### config.mk
export PLATFORM = sky130hd
export DESIGN_NAME = gowin_msi_arbiter_flat
export DESIGN_NICKNAME = d
export VERILOG_FILES = /design/src/rtl/gowin_pcie_pkg.sv /design/src/rtl/gowin_msi_arbiter_if.sv /design/src/rtl/gowin_rr_pick.sv /design/src/rtl/gowin_msi_arbiter.sv /design/src/flat_wrapper.sv
export SDC_FILE = /design/constraint.sdc
export NUM_CORES = 1
export LEC_CHECK = 0
export ABC_AREA = 1
export BUFFER_PORTS_ARGS = -buffer_cell sky130_fd_sc_hd__buf_2
export CAP_MARGIN = 10
export CORE_ASPECT_RATIO = 1.2
export CORE_UTILIZATION = 52
export CTS_CLUSTER_SIZE = 8
export DETAILED_ROUTE_END_ITERATION = 10
export PLACE_DENSITY = 0.81
export SLEW_MARGIN = 10
export SYNTH_ARGS = -nofsm -noshare
export SYNTH_HDL_FRONTEND = slang
export SYNTH_SLANG_ARGS = --single-unit
### constraint.sdc
create_clock -name clk -period 1.57 [get_ports clk]
set_clock_uncertainty 0.1 [all_clocks]
set_input_delay 0.314 -clock clk [delete_from_list [all_inputs] [get_ports clk]]
set_output_delay 0.314 -clock clk [all_outputs]
set_load 0.005 [all_outputs]
### src/rtl/gowin_pcie_pkg.sv
// Shared types and helpers for the Gowin PCIe glue blocks.
package gowin_pcie_pkg;

  typedef enum logic [1:0] {
    MSI_IDLE,
    MSI_REQ,
    MSI_HOLDOFF
  } msi_state_t;

  localparam int MSINUM_W = 5;

  // eff is always a power of two, so the fold reduces to a mask.
  function automatic int unsigned fold_vec(input int unsigned src, input int unsigned eff);
    return src & (eff - 32'd1);
  endfunction

endpackage

### src/rtl/gowin_msi_arbiter_if.sv
// MSI request/acknowledge handshake between the arbiter and the PCIe hard IP.
interface gowin_msi_arbiter_if;

  logic                                tl_int_req;
  logic [gowin_pcie_pkg::MSINUM_W-1:0] tl_int_msinum;
  logic                                tl_int_status;
  logic                                tl_int_ack;

  modport master (
    output tl_int_req,
    output tl_int_msinum,
    output tl_int_status,
    input  tl_int_ack
  );

  modport slave (
    input  tl_int_req,
    input  tl_int_msinum,
    input  tl_int_status,
    output tl_int_ack
  );

endinterface

### src/rtl/gowin_rr_pick.sv
// Combinational round-robin picker: first set request at or after ptr, wrapping.
module gowin_rr_pick #(
  parameter int N  = 4,
  parameter int PW = (N > 1) ? $clog2(N) : 1
) (
  input  logic [N-1:0]  req,
  input  logic [PW-1:0] ptr,
  output logic [PW-1:0] grant,
  output logic          valid
);

  logic [N-1:0] upper;

  // Requests at or above the pointer take precedence over the wrapped ones.
  assign upper = req & ~((N'(1) << ptr) - N'(1));
  assign valid = |req;

  always_comb begin
    grant = '0;
    for (int k = N - 1; k >= 0; k--) begin
      if (req[k]) grant = PW'(k);
    end
    if (|upper) begin
      for (int k = N - 1; k >= 0; k--) begin
        if (upper[k]) grant = PW'(k);
      end
    end
  end

endmodule

### src/rtl/gowin_msi_arbiter.sv
// Multi-source MSI controller: edge capture, vector folding, round-robin request FSM.
module gowin_msi_arbiter
  import gowin_pcie_pkg::*;
#(
  parameter int C_NUM_SRC     = 12,
  parameter int C_NUM_VEC     = 4,
  parameter int C_ACK_TIMEOUT = 1023,
  parameter int C_HOLDOFF     = 4
) (
  input  logic                 clk,
  input  logic                 rst_n,
  input  logic [C_NUM_SRC-1:0] src_irq,
  input  logic                 cfg_msi_en,
  input  logic [2:0]           cfg_msi_mmen,
  gowin_msi_arbiter_if.master  irq_bus,
  output logic [C_NUM_VEC-1:0] vec_pending,
  output logic                 timeout_err
);

  localparam int VW = (C_NUM_VEC > 1) ? $clog2(C_NUM_VEC) : 1;
  localparam int TW = (C_ACK_TIMEOUT > 0) ? $clog2(C_ACK_TIMEOUT + 1) : 1;
  localparam logic [TW-1:0] TIMER_LAST = (C_ACK_TIMEOUT > 0) ? TW'(C_ACK_TIMEOUT - 1) : '0;
  localparam logic [7:0]    HOLD_LAST  = (C_HOLDOFF > 0) ? 8'(C_HOLDOFF - 1) : 8'd0;
  localparam msi_state_t    AFTER_REQ  = (C_HOLDOFF == 0) ? MSI_IDLE : MSI_HOLDOFF;

  msi_state_t           state_reg, state_next;
  logic [C_NUM_SRC-1:0] src_q_reg;
  logic                 armed_reg;
  logic [C_NUM_VEC-1:0] pending_reg, pending_next;
  logic [VW-1:0]        rr_ptr_reg, rr_ptr_next;
  logic [VW-1:0]        grant_reg, grant_next;
  logic                 req_reg, req_next;
  logic [MSINUM_W-1:0]  msinum_reg, msinum_next;
  logic                 status_reg, status_next;
  logic                 tmo_reg, tmo_next;
  logic [TW-1:0]        timer_reg, timer_next;
  logic [7:0]           hold_reg, hold_next;

  logic [C_NUM_SRC-1:0] src_event;
  logic [C_NUM_VEC-1:0] set_vec, clr_vec, reload_vec;
  logic [VW-1:0]        pick_idx;
  logic                 pick_valid;
  int unsigned          granted;
  int unsigned          eff;

  // The first cycle after reset only primes the history, so a level already high is not an edge.
  assign src_event = src_irq & ~src_q_reg & {C_NUM_SRC{armed_reg}};

  assign granted = 32'd1 << cfg_msi_mmen;
  assign eff     = (granted < 32'(C_NUM_VEC)) ? granted : 32'(C_NUM_VEC);

  genvar gi, gj;
  generate
    for (gi = 0; gi < C_NUM_VEC; gi++) begin : g_vec
      logic [C_NUM_SRC-1:0] hit;
      for (gj = 0; gj < C_NUM_SRC; gj++) begin : g_src
        assign hit[gj] = src_event[gj] && (fold_vec(gj, eff) == 32'(gi));
      end
      assign set_vec[gi] = |hit;
    end
  endgenerate

  gowin_rr_pick #(
    .N  (C_NUM_VEC),
    .PW (VW)
  ) u_pick (
    .req   (pending_reg),
    .ptr   (rr_ptr_reg),
    .grant (pick_idx),
    .valid (pick_valid)
  );

  always_comb begin
    state_next  = state_reg;
    rr_ptr_next = rr_ptr_reg;
    grant_next  = grant_reg;
    req_next    = req_reg;
    msinum_next = msinum_reg;
    tmo_next    = 1'b0;
    timer_next  = timer_reg;
    hold_next   = hold_reg;
    clr_vec     = '0;
    reload_vec  = '0;

    case (state_reg)
      MSI_IDLE: begin
        if (cfg_msi_en && pick_valid) begin
          state_next  = MSI_REQ;
          req_next    = 1'b1;
          grant_next  = pick_idx;
          msinum_next = MSINUM_W'(fold_vec(32'(pick_idx), eff));
          clr_vec     = (C_NUM_VEC)'(1) << pick_idx;
          rr_ptr_next = (pick_idx == VW'(C_NUM_VEC - 1)) ? '0 : pick_idx + 1'b1;
          timer_next  = '0;
        end
      end

      MSI_REQ: begin
        if (irq_bus.tl_int_ack) begin
          req_next   = 1'b0;
          state_next = AFTER_REQ;
          hold_next  = '0;
        end else if (!cfg_msi_en) begin
          // Disabled mid-flight: hand the vector back without flagging an error.
          req_next   = 1'b0;
          reload_vec = (C_NUM_VEC)'(1) << grant_reg;
          state_next = MSI_IDLE;
        end else if ((C_ACK_TIMEOUT != 0) && (timer_reg == TIMER_LAST)) begin
          req_next   = 1'b0;
          reload_vec = (C_NUM_VEC)'(1) << grant_reg;
          tmo_next   = 1'b1;
          state_next = AFTER_REQ;
          hold_next  = '0;
        end else if (timer_reg != '1) begin
          timer_next = timer_reg + 1'b1;
        end
      end

      MSI_HOLDOFF: begin
        if (hold_reg == HOLD_LAST) state_next = MSI_IDLE;
        else                       hold_next  = hold_reg + 1'b1;
      end

      default: state_next = MSI_IDLE;
    endcase

    // A new event outranks the clear of the bit being granted this cycle.
    pending_next = (pending_reg & ~clr_vec) | set_vec | reload_vec;
    status_next  = (|pending_next) | (state_next == MSI_REQ);
  end

  always_ff @(posedge clk or negedge rst_n) begin
    if (!rst_n) begin
      state_reg   <= MSI_IDLE;
      src_q_reg   <= '0;
      armed_reg   <= 1'b0;
      pending_reg <= '0;
      rr_ptr_reg  <= '0;
      grant_reg   <= '0;
      req_reg     <= 1'b0;
      msinum_reg  <= '0;
      status_reg  <= 1'b0;
      tmo_reg     <= 1'b0;
      timer_reg   <= '0;
      hold_reg    <= '0;
    end else begin
      state_reg   <= state_next;
      src_q_reg   <= src_irq;
      armed_reg   <= 1'b1;
      pending_reg <= pending_next;
      rr_ptr_reg  <= rr_ptr_next;
      grant_reg   <= grant_next;
      req_reg     <= req_next;
      msinum_reg  <= msinum_next;
      status_reg  <= status_next;
      tmo_reg     <= tmo_next;
      timer_reg   <= timer_next;
      hold_reg    <= hold_next;
    end
  end

  assign irq_bus.tl_int_req    = req_reg;
  assign irq_bus.tl_int_msinum = msinum_reg;
  assign irq_bus.tl_int_status = status_reg;
  assign vec_pending           = pending_reg;
  assign timeout_err           = tmo_reg;

endmodule

### src/flat_wrapper.sv
// flat-port wrapper written by rule: the top's interface ports become plain ports
module gowin_msi_arbiter_flat import gowin_pcie_pkg::*;
#(
  parameter int C_NUM_SRC     = 12,
  parameter int C_NUM_VEC     = 4,
  parameter int C_ACK_TIMEOUT = 1023,
  parameter int C_HOLDOFF     = 4
)
  (clk, rst_n, src_irq, cfg_msi_en, cfg_msi_mmen, vec_pending, timeout_err, irq_bus_tl_int_req, irq_bus_tl_int_msinum, irq_bus_tl_int_status, irq_bus_tl_int_ack);
  gowin_msi_arbiter_if irq_bus_i ();
  input  logic clk;
  input  logic rst_n;
  input  logic [C_NUM_SRC-1:0] src_irq;
  input  logic cfg_msi_en;
  input  logic [2:0] cfg_msi_mmen;
  output logic [C_NUM_VEC-1:0] vec_pending;
  output logic timeout_err;
  output wire logic [$bits(irq_bus_i.tl_int_req)-1:0] irq_bus_tl_int_req;
  output wire logic [$bits(irq_bus_i.tl_int_msinum)-1:0] irq_bus_tl_int_msinum;
  output wire logic [$bits(irq_bus_i.tl_int_status)-1:0] irq_bus_tl_int_status;
  input wire logic [$bits(irq_bus_i.tl_int_ack)-1:0] irq_bus_tl_int_ack;
  assign irq_bus_tl_int_req = irq_bus_i.tl_int_req;
  assign irq_bus_tl_int_msinum = irq_bus_i.tl_int_msinum;
  assign irq_bus_tl_int_status = irq_bus_i.tl_int_status;
  assign irq_bus_i.tl_int_ack = irq_bus_tl_int_ack;
  gowin_msi_arbiter #(.C_NUM_SRC(C_NUM_SRC), .C_NUM_VEC(C_NUM_VEC), .C_ACK_TIMEOUT(C_ACK_TIMEOUT), .C_HOLDOFF(C_HOLDOFF)) u_core (.clk(clk), .rst_n(rst_n), .src_irq(src_irq), .cfg_msi_en(cfg_msi_en), .cfg_msi_mmen(cfg_msi_mmen), .irq_bus(irq_bus_i), .vec_pending(vec_pending), .timeout_err(timeout_err));
endmodule
## After elaboration in Yosys (flattened, before gate mapping)

Cells that the tools add are included.
Widths: inputs -> output; s select.

| word-level totals | value |
|---|---|
| word-level logic and storage cells | 157 |
| bits in registers | 49 |
| output and inout port bits | 12 |
| input bits | 19 |

| operators by class | value |
|---|---|
| reductions and logical operators | 52 |
| $lt $le $gt $ge | 1 |
| multiplexer cells | 43 |
| equal/unequal tests | 29 |
| shift-type cells | 4 |
| add/sub/neg operators | 5 |
| bitwise gates (word level) | 11 |

Operator list:

| cell | count |
|---|---|
| $logic_not 32->1 | 11 |
| $mux 10 | 5 |
| $lt 32x3->1 const B | 1 |
| $mux 8 | 4 |
| $shl 1x3->32 const A | 1 |
| $mux 2 | 15 |
| $logic_and 1x1->1 | 27 |
| $and 12x12->12 | 2 |
| $mux 4 | 6 |
| $pmux 10 s2 | 1 |
| $pmux 8 s2 | 1 |
| $eq 2x1->1 const B | 7 |
| $eq 3x2->1 const B | 4 |
| $not 12->12 | 1 |
| $reduce_or 12->1 | 1 |
| $reduce_or 4->1 | 3 |
| $reduce_or 6->1 | 2 |
| $shl 1x2->4 const A | 3 |
| $add 10x1->10 const B | 1 |
| $eq 10x10->1 const B | 1 |
| $ne 10x10->1 const B | 1 |
| $add 8x1->8 const B | 1 |
| $and 4x4->4 | 2 |
| $eq 2x2->1 const B | 4 |
| 25 further kinds | 40 |

## Longest topological paths before layout

Gate-level depths: netlist of run 1.

| depth | value |
|---|---|
| word-level depth | 18 |
| depth in mapped cells | 14 |

## Hierarchy

From an unflattened synthesis of run 1, not the netlist that was laid out.

| second synthesis, totals | value |
|---|---|
| cell total of the unflattened synthesis | 329 |
| area total of the unflattened synthesis | 2598.7 µm² |

By module, submodules not included:

| module | instances | cells each | area each (µm²) |
|---|---|---|---|
| gowin_msi_arbiter | 1 | 312 | 2517.4 |
| gowin_rr_pick | 1 | 17 | 81.3 |

## Worst setup path before layout of run 1

No wires, ideal clock.

| timing | value |
|---|---|
| kind | register to register |
| start point | register u_core.pending_reg[1] (netlist: u_core.vec_pending[1]) |
| end point | register u_core.status_reg (netlist: u_core.irq_bus.tl_int_status) |
| clock period less this slack | 1.725 ns |
| setup slack | -0.155 ns |
| data arrival time | 1.507 ns |
| path buffers | 0 |
| stages on the path, launching flop included | 15 |
| cell sequence | dfrtp_1 > inv_1 > o21ai_0 > nand2_1 > o21ai_0 > nand2_1 > inv_1 > ha_1 > nand4_1 > nand2_1 > nand2_1 > nor2_1 > nand2_1 > nor2_1 > nand2_1 |

| between the ends | value |
|---|---|
| cells in the longest elaborated chain, start to end | 16 |
| elaborated cells on any way between the ends | 23 |
| those cells by class | 1 x eq/ne; 1 x shift; 11 x mux; 6 x bitwise; 4 x reduce/logical |

Ends and longest elaborated chain:

| what | RTL line | source |
|---|---|---|
| start: declaration | gowin_msi_arbiter.sv:29 | `logic [C_NUM_VEC-1:0] pending_reg, pending_next;` |
| start signal: assignment | gowin_msi_arbiter.sv:150 | `pending_reg <= pending_next;` |
| $mux 2 (2 in series) | gowin_rr_pick.sv:21 | `if (req[k]) grant = PW'(k);` |
| $mux 2 (4 in series) | gowin_rr_pick.sv:25 | `if (upper[k]) grant = PW'(k);` |
| $mux 2 * | gowin_rr_pick.sv:23 | `if (\|upper) begin` |
| named net u_core.pick_idx[0] | gowin_msi_arbiter.sv:41 | `logic [VW-1:0] pick_idx;` |
| $shl 1x2->4 * | gowin_msi_arbiter.sv:92 | `clr_vec = (C_NUM_VEC)'(1) << pick_idx;` |
| $mux 4 * | gowin_msi_arbiter.sv:87 | `if (cfg_msi_en && pick_valid) begin` |
| $mux 4 * | gowin_msi_arbiter.sv:85 | `case (state_reg)` |
| $not 4->4 * | gowin_msi_arbiter.sv:128 | `pending_next = (pending_reg & ~clr_vec) \| set_vec \| reload_vec;` |
| $and 4x4->4 * | gowin_msi_arbiter.sv:128 |  |
| $or 4x4->4 * (2 in series) | gowin_msi_arbiter.sv:128 |  |
| $reduce_or 4->1 * | gowin_msi_arbiter.sv:129 | `status_next = (\|pending_next) \| (state_next == MSI_REQ);` |
| $or 1x1->1 * | gowin_msi_arbiter.sv:129 |  |
| named net u_core.status_next | gowin_msi_arbiter.sv:34 | `logic status_reg, status_next;` |
| end signal: assignment | gowin_msi_arbiter.sv:155 | `status_reg <= status_next;` |
| end: declaration | gowin_msi_arbiter.sv:34 |  |

Mark *: on every way through the listed nets, which the timed path passes. The rest lies on a longest branch.
A chain may end at the register's enable or synchronous reset.

## Final worst setup path of run 1

| timing | value |
|---|---|
| start point | register u_core.pending_reg[1] (netlist: u_core.vec_pending[1]) |
| end point | register u_core.status_reg (netlist: u_core.irq_bus.tl_int_status) |

| between the ends | value |
|---|---|
| cells in the longest elaborated chain, start to end | 16 |
| elaborated cells on any way between the ends | 23 |
| those cells by class | 1 x eq/ne; 1 x shift; 11 x mux; 6 x bitwise; 4 x reduce/logical |

Ends and longest elaborated chain:

| what | RTL line |
|---|---|
| $mux 2 (2 in series) | gowin_rr_pick.sv:21 |
| $mux 2 (4 in series) | gowin_rr_pick.sv:25 |
| $mux 2 | gowin_rr_pick.sv:23 |
| $shl 1x2->4 | gowin_msi_arbiter.sv:92 |
| $mux 4 * | gowin_msi_arbiter.sv:87 |
| $mux 4 * | gowin_msi_arbiter.sv:85 |
| $not 4->4 * | gowin_msi_arbiter.sv:128 |
| $and 4x4->4 * | gowin_msi_arbiter.sv:128 |
| $or 4x4->4 * (2 in series) | gowin_msi_arbiter.sv:128 |
| named net u_core.pending_next[0] | gowin_msi_arbiter.sv:29 |
| $reduce_or 4->1 * | gowin_msi_arbiter.sv:129 |
| $or 1x1->1 * | gowin_msi_arbiter.sv:129 |
| named net u_core.status_next | gowin_msi_arbiter.sv:34 |

Marks and branches as above.

==> impl_metrics.yaml, run 1 <==
outcome:
  status: "finished with violations"
  violations: "negative setup slack"
route:
  avgRoutedWirePerCell_um: 14.72
  drtIter0Drc: 149
  drtPass1Iterations: 4
  wl_um: 6169
  routed_via_density: 5.337
  ant_nets: 0
  dr_total_vias: 2236
  drc_errors: 0
sta:
  min_period_over_period_pct: 134.1
  fin_crit_ns: 2.105
  finalHoldViolCount: 0
  setup_ws_ns: -0.5353
  grt_setup_unrepaired: "true"
  hold_ws_ns: 0.02790
  finalSetupViolCount: 28
  finalMaxSlewViolations: 0
  fmax_ghz: 0.4750
critical_path:
  end_kind: "register"
  crit_required_ns: 1.66
  r2r_slack_ns: -0.54
  r2r_cells: 14
  cp.arrival_ns: 2.20
  critPathKind: "reg2reg"
  startpoint_type: "register"
  reg2reg_from: "u_core.vec_pending[1]"
  path_max_fanout: 4
  worstReg2RegEnd: "u_core.irq_bus.tl_int_status"
placement:
  gp_congestion: 0.8238
  port-buffer-count: 27
  dp_slack_ns: -0.2788
  dpl.hpwl_um: 3732
  placed_area_sq_um: 2869
final_layout:
  multiInputGateArea_sq_um: 1286
  antenna_cells: 0
  register_area_sq_um: 1152
  final_nets: 386
  largest_reg_flops: 12
  fin_area_sq_um: 3277
  fill_cells: 302
  final_util_pct: 71.85
  drive_gt1_share_pct: 41.83
  area_growth_pct: 33.76
floorplan:
  initial_core_util_pct: 53.72
  fp.dieW_um: 64.66
  core-area_sq_um: 4561
  num_rows: 27
  io_pins: 31
  die_h_um: 77.19
  die-area_sq_um: 4991
hold_path:
  hold_path_end: "u_core.src_q_reg[8]"
  hp-start: "src_irq[8]"
  min_path_cells: 1
  hp-class: "in2reg"
logic_synthesis:
  ys_types: 34
  yosysWarnings: 0
  synth_area_sq_um: 2450
  synth_seq_cells: 46
  synth_top_area_share_pct: 46.99
  synth_top_area_cell: "dfrtp_1"
  synth_area_per_cell_sq_um: 8.687
  syn_inst: 282
  yosysSeqAreaShare_pct: 46.99
  synthTopCellsByArea: "dfrtp_1, nand2_1, inv_1"
clocking:
  cts_buffers: 5
  clockBufferDepth: 2
  cts-root-buf: "clkbuf_8"
  cts_tree: "built"
  clkLatencyLatePin_ns: 0.30
  path_clk_slew_ns: 0.10
  cts.sinks: 46
  h-tree-depth: 2
global_routing:
  grt_pass1_wl_um: 9149
  antenna_found_initial: 0
  grt_overflow: 0
  grtUsageTotal_pct: 23.45
  grt_pass1_vias: 2177
  grt_max_degree: 21
pwr:
  intPower_w: 0.002939
  p_leak_nw: 1.531
  power_frac_seq_pct: 31.9
  power_density_nw_per_um2: 1517
  switching_power_w: 0.002033
  ir_drop_mv: 0.9039
  p_comb_share_pct: 53.0
  clkPwrFrac_pct: 15.1
  swShare_pct: 40.90
flow_run:
  drv_cap: 0
-- Yosys cell counts --
master / count
nand4_2: 1
dfrtp_1: 46
nand2_1: 54
o21ai_1: 2
conb_1: 2
xor2_1: 11
ha_1: 7
o21a_1: 1
nor3b_1: 1
inv_1: 33
nor3_2: 1
nand2_4: 2
nor2_4: 2
a21oi_1: 2
nand4_1: 6
inv_4: 1
nand3_2: 1
nand3b_1: 9
inv_2: 3
nand2_8: 1
xnor2_1: 1
o22ai_1: 4
o31ai_1: 1
buf_6: 1
nor3_1: 3
buf_12: 1
nor2_2: 4
o21ai_0: 15
buf_2: 1
nand3_1: 22
o21ai_2: 5
nand2_2: 10
buf_4: 3
nor2_1: 25
-- per-stage QoR --
stage | TNS (ns) | std cells | power, W
after floorplan | -0.4414 | 284 | 0.002507
after global placement | -0.3947 | 393 | 0.003147
after detailed placement | -1.054 | 393 | 0.003193
after CTS | -1.019 | 412 | 0.004405
after global routing | -6.757 | 419 | 0.005230
final | -3.418 | 419 | 0.004972
-- routing by layer --
metal / global-route usage [%] / routed length [um] / vias up
met3: 4.464 / 290 / 24
met4: 8.889 / 202 / 0
met2: 42.53 / 3285 / 89
met1: 26.59 / 2391 / 1068
li1: - / - / 1055
met5: 0 / 0 / -
-- area by class of cell --
type	count	area share, %
Timing Repair Buffer	74	16.00
Clock inverter	3	0.7255
Multi-Input combinational cell	196	39.25
Clock buffer	5	2.100
Sequential cell	46	35.17
Inverter	37	4.544
Tap cell	58	2.215
-- kinds of logic after synthesis --
| family | after synthesis | share of synthesized area (%) |
|---|---|---|
| fa+ha+maj | 7 | 3.575 |
| xor+xnor | 12 | 4.290 |
| compound gates | 30 | 7.303 |
| flops | 46 | 46.99 |
| buf+inv | 43 | 8.172 |
| simple gates | 142 | 29.37 |
| other cells | 2 | 0.3065 |
-- worst max path at each step --
stage / start / end / slack, ns / depth (start not counted)
after floorplan: u_core.vec_pending[0] / u_core.irq_bus.tl_int_status / -0.11 / 13
after global placement: u_core.vec_pending[0] / u_core.irq_bus.tl_int_status / -0.18 / 13
after detailed placement: u_core.rr_ptr_reg[0] / u_core.irq_bus.tl_int_status / -0.28 / 14
after CTS: u_core.vec_pending[1] / u_core.irq_bus.tl_int_status / -0.23 / 14
after global routing: u_core.rr_ptr_reg[0] / u_core.irq_bus.tl_int_status / -0.60 / 14
final: u_core.vec_pending[1] / u_core.irq_bus.tl_int_status / -0.54 / 14
-- cells in the final DEF, fill, tap and decap left out, drive strengths merged --
| master | netlist | layout |
|---|---|---|
| conb | 2 | 4 |
| buf | 6 | 73 |
| dlygate4sd3 | 0 | 1 |
| nand3 | 23 | 23 |
| clkinvlp | 0 | 2 |
| nor2 | 31 | 31 |
| xnor2 | 1 | 1 |
| inv | 37 | 38 |
| nand3b | 9 | 9 |
| nor3 | 4 | 4 |
| nand2 | 67 | 68 |
| dfrtp | 46 | 46 |
| o21ai | 22 | 22 |
| xor2 | 11 | 11 |
| nand4 | 7 | 7 |
| clkbuf | 0 | 5 |
| o31ai | 1 | 1 |
| o22ai | 4 | 4 |
| nor3b | 1 | 1 |
| ha | 7 | 7 |
| o21a | 1 | 1 |
| a21oi | 2 | 2 |
-- what timing repair did --
action / CTS / global route
hold buffers: 1 / 0
pin swaps: 12 / 13
setup buffers: 9 / 9
resized for setup: 29 / 27
setup endpoints to repair: 22 / 30
endpoints found under the hold margin: 18 / 0
gates cloned: 1 / 0
-- power by group through the flow --
stage	combinational, W	sequential [W]	clock [W]
after floorplan	0.000931	0.00158	0
after global placement	0.00157	0.00157	0
after detailed placement	0.00161	0.00158	0
after CTS	0.00208	0.00157	0.000759
after global routing	0.00283	0.00161	0.000794
final	0.00264	0.00158	0.000752
-- critical path: stages (launching register included) --
cell and delay [ns]:
dfrtp_1 0.46, inv_2 0.10, o21ai_2 0.05, nand2_1 0.06, o21ai_1 0.07, nand2_1 0.15
buf_4 0.14, ha_1 0.14, nand4_1 0.10, nand2_1 0.11, inv_1 0.05, nor2_1 0.08
nand3_1 0.13, nor2_1 0.16, nand2_1 0.09
Power figures use the tool's default switching activity.
==> run 2: changes to the inputs <==
==> constraint.sdc (replaced) <==
create_clock -name clk -period 1.57 [get_ports clk]
set_clock_uncertainty 0.1 [all_clocks]
set_input_delay 0.2355 -clock clk [delete_from_list [all_inputs] [get_ports clk]]
set_output_delay 0.2355 -clock clk [all_outputs]
set_load 0.005 [all_outputs]
==> impl_metrics.yaml, run 2 (synthesis gave the netlist of run 1 again) <==
final_layout:
  largest_reg_flops: 12
  area_growth_pct: 33.76
  final_util_pct: 71.85
  drive_gt1_share_pct: 37.43
  mostFrequentLayoutCell: "nand2_1"
  final_nets: 391
  most-common-layout-cells: "nand2_1, dfrtp_1, buf_4"
  antenna_cells: 0
route:
  avgRoutedWirePerCell_um: 13.84
  routed_via_density: 5.196
  dr_total_vias: 2203
  drtPass1Iterations: 4
  drtIter0Drc: 176
  drc_errors: 0
  wl_um: 5867
  ant_nets: 0
sta:
  finalHoldViolCount: 0
  final.setup.tns_ns: -3.296
  grt_setup_unrepaired: "true"
  finalSetupViolCount: 24
  min_period_over_period_pct: 121.5
  fmax_ghz: 0.5242
  fin_crit_ns: 1.908
  finalMaxSlewViolations: 0
  setup_ws_ns: -0.3376
hold_path:
  hp-class: "in2reg"
  hold_path_end: "u_core.irq_bus.tl_int_msinum[0]"
  min_path_cells: 3
  hp-start: "cfg_msi_mmen[0]"
critical_path:
  worstReg2RegEnd: "u_core.irq_bus.tl_int_status"
  path_max_fanout: 3
  end_kind: "register"
  startpoint_type: "register"
  r2r_slack_ns: -0.34
  r2r_cells: 14
  slowest_delay_ns: 0.37
  crit_path_top_delay_cell: "dfrtp_1"
  crit_chain: "inv_2 -> o21ai_2 -> nand2_1 -> o21ai_2 -> nand2_2 -> inv_2 -> ha_4 -> nand4_1 -> nand2_1 -> nand2_1 -> nor2_2 -> nand2_1 -> nor2_1 -> nand2_1"
  cp.arrival_ns: 2.02
  reg2reg_from: "u_core.rr_ptr_reg[1]"
  worst_path_most_repeated_cell: "nand2_1"
  crit_required_ns: 1.68
  critPathKind: "reg2reg"
  crit_start: "u_core.rr_ptr_reg[1]"
global_routing:
  antenna_found_initial: 0
  grt_max_degree: 47
  grt_pass1_wl_um: 10010
  grt_overflow: 0
  grt_pass1_vias: 2253
  grtUsageTotal_pct: 26.05
clocking:
  path_clk_slew_ns: 0.10
  cts-root-buf: "clkbuf_8"
  cts_tree: "built"
  cts.sinks: 46
  h-tree-depth: 2
  cts_buffers: 5
  clkLatencyLatePin_ns: 0.31
  clockBufferDepth: 2
floorplan:
  die-area_sq_um: 4991
  initial_core_util_pct: 53.72
  die_h_um: 77.19
  fp.dieW_um: 64.66
  num_rows: 27
  io_pins: 31
  core-area_sq_um: 4561
pwr:
  p_leak_nw: 1.525
  ir_drop_mv: 0.6908
  power_density_nw_per_um2: 1395
placement:
  gp_congestion: 0.7955
  dpl.hpwl_um: 3733
  port-buffer-count: 27
outcome:
  status: "finished with violations"
  violations: "negative setup slack"
flow_run:
  drv_cap: 0
[run 2: final cells by class]
cell class | count | area, sq um
multi-input combinational | 196 | 1242
tap | 58 | 72.57
clock buffer | 5 | 68.82
timing repair buffer | 79 | 570.5
inverter | 37 | 143.9
fill | 334 | 1284
clock inverter | 3 | 25.02
sequential | 46 | 1154
[run 2: what timing repair did]
item | CTS | global route
pin swaps | 13 | 6
buffers inserted | 8 | 2
resized for setup | 20 | 14
gates cloned | 1 | 0
endpoints found under the setup margin | 19 | 31
hold buffers | 13 | 0
hold endpoints to repair | 58 | 0
[run 2: stage by stage]
step                      area [sq um]  setup WS, ns  hold slack [ns]  power [W]  cells
after floorplan                   2482       -0.1077          -0.1601   0.002507    284
after global placement            2869       -0.2141           0.1290   0.003117    393
after detailed placement          2869       -0.3122           0.1341   0.003200    393
after CTS                         3217       -0.2536           0.1514   0.004297    423
after global routing              3277       -0.4601           0.1789   0.004877    424
final                             3277       -0.3376           0.1412   0.004571    424
[run 2: where the power goes]
group | internal, W | switching, W | leakage, nW | total, W
combinational | 0.000991 | 0.00121 | 0.909 | 0.00220
sequential | 0.00140 | 0.000196 | 0.571 | 0.00160
clock | 0.000322 | 0.000454 | 0.0447 | 0.000777
total | 0.00272 | 0.00186 | 1.53 | 0.00457
[run 2: how the worst max path moves through the flow]
stage,to,cells after the start
finish,u_core.irq_bus.tl_int_status,14
global route,u_core.irq_bus.tl_int_status,14
CTS,u_core.irq_bus.tl_int_status,14
detailed placement,u_core.irq_bus.tl_int_status,14
global placement,u_core.irq_bus.tl_int_status,13
floorplan,u_core.irq_bus.tl_int_status,13
[run 2: worst max-delay path: cells and delay by family (launching register included)]
family | cells | cell delay, ns
simple gates | 9 | 0.79
fa+ha+maj | 1 | 0.12
compound gates | 2 | 0.25
buf+inv | 2 | 0.16
flops | 1 | 0.37
[run 2: routing by layer]
metal | part of all wire (%) | track usage (%) | vias up
li1 | - | - | 1068
met1 | 40 | 30.36 | 1036
met2 | 54 | 44.63 | 82
met3 | 4.3 | 5.506 | 17
met4 | 2.5 | 12.67 | 0
met5 | 0 | 0 | -
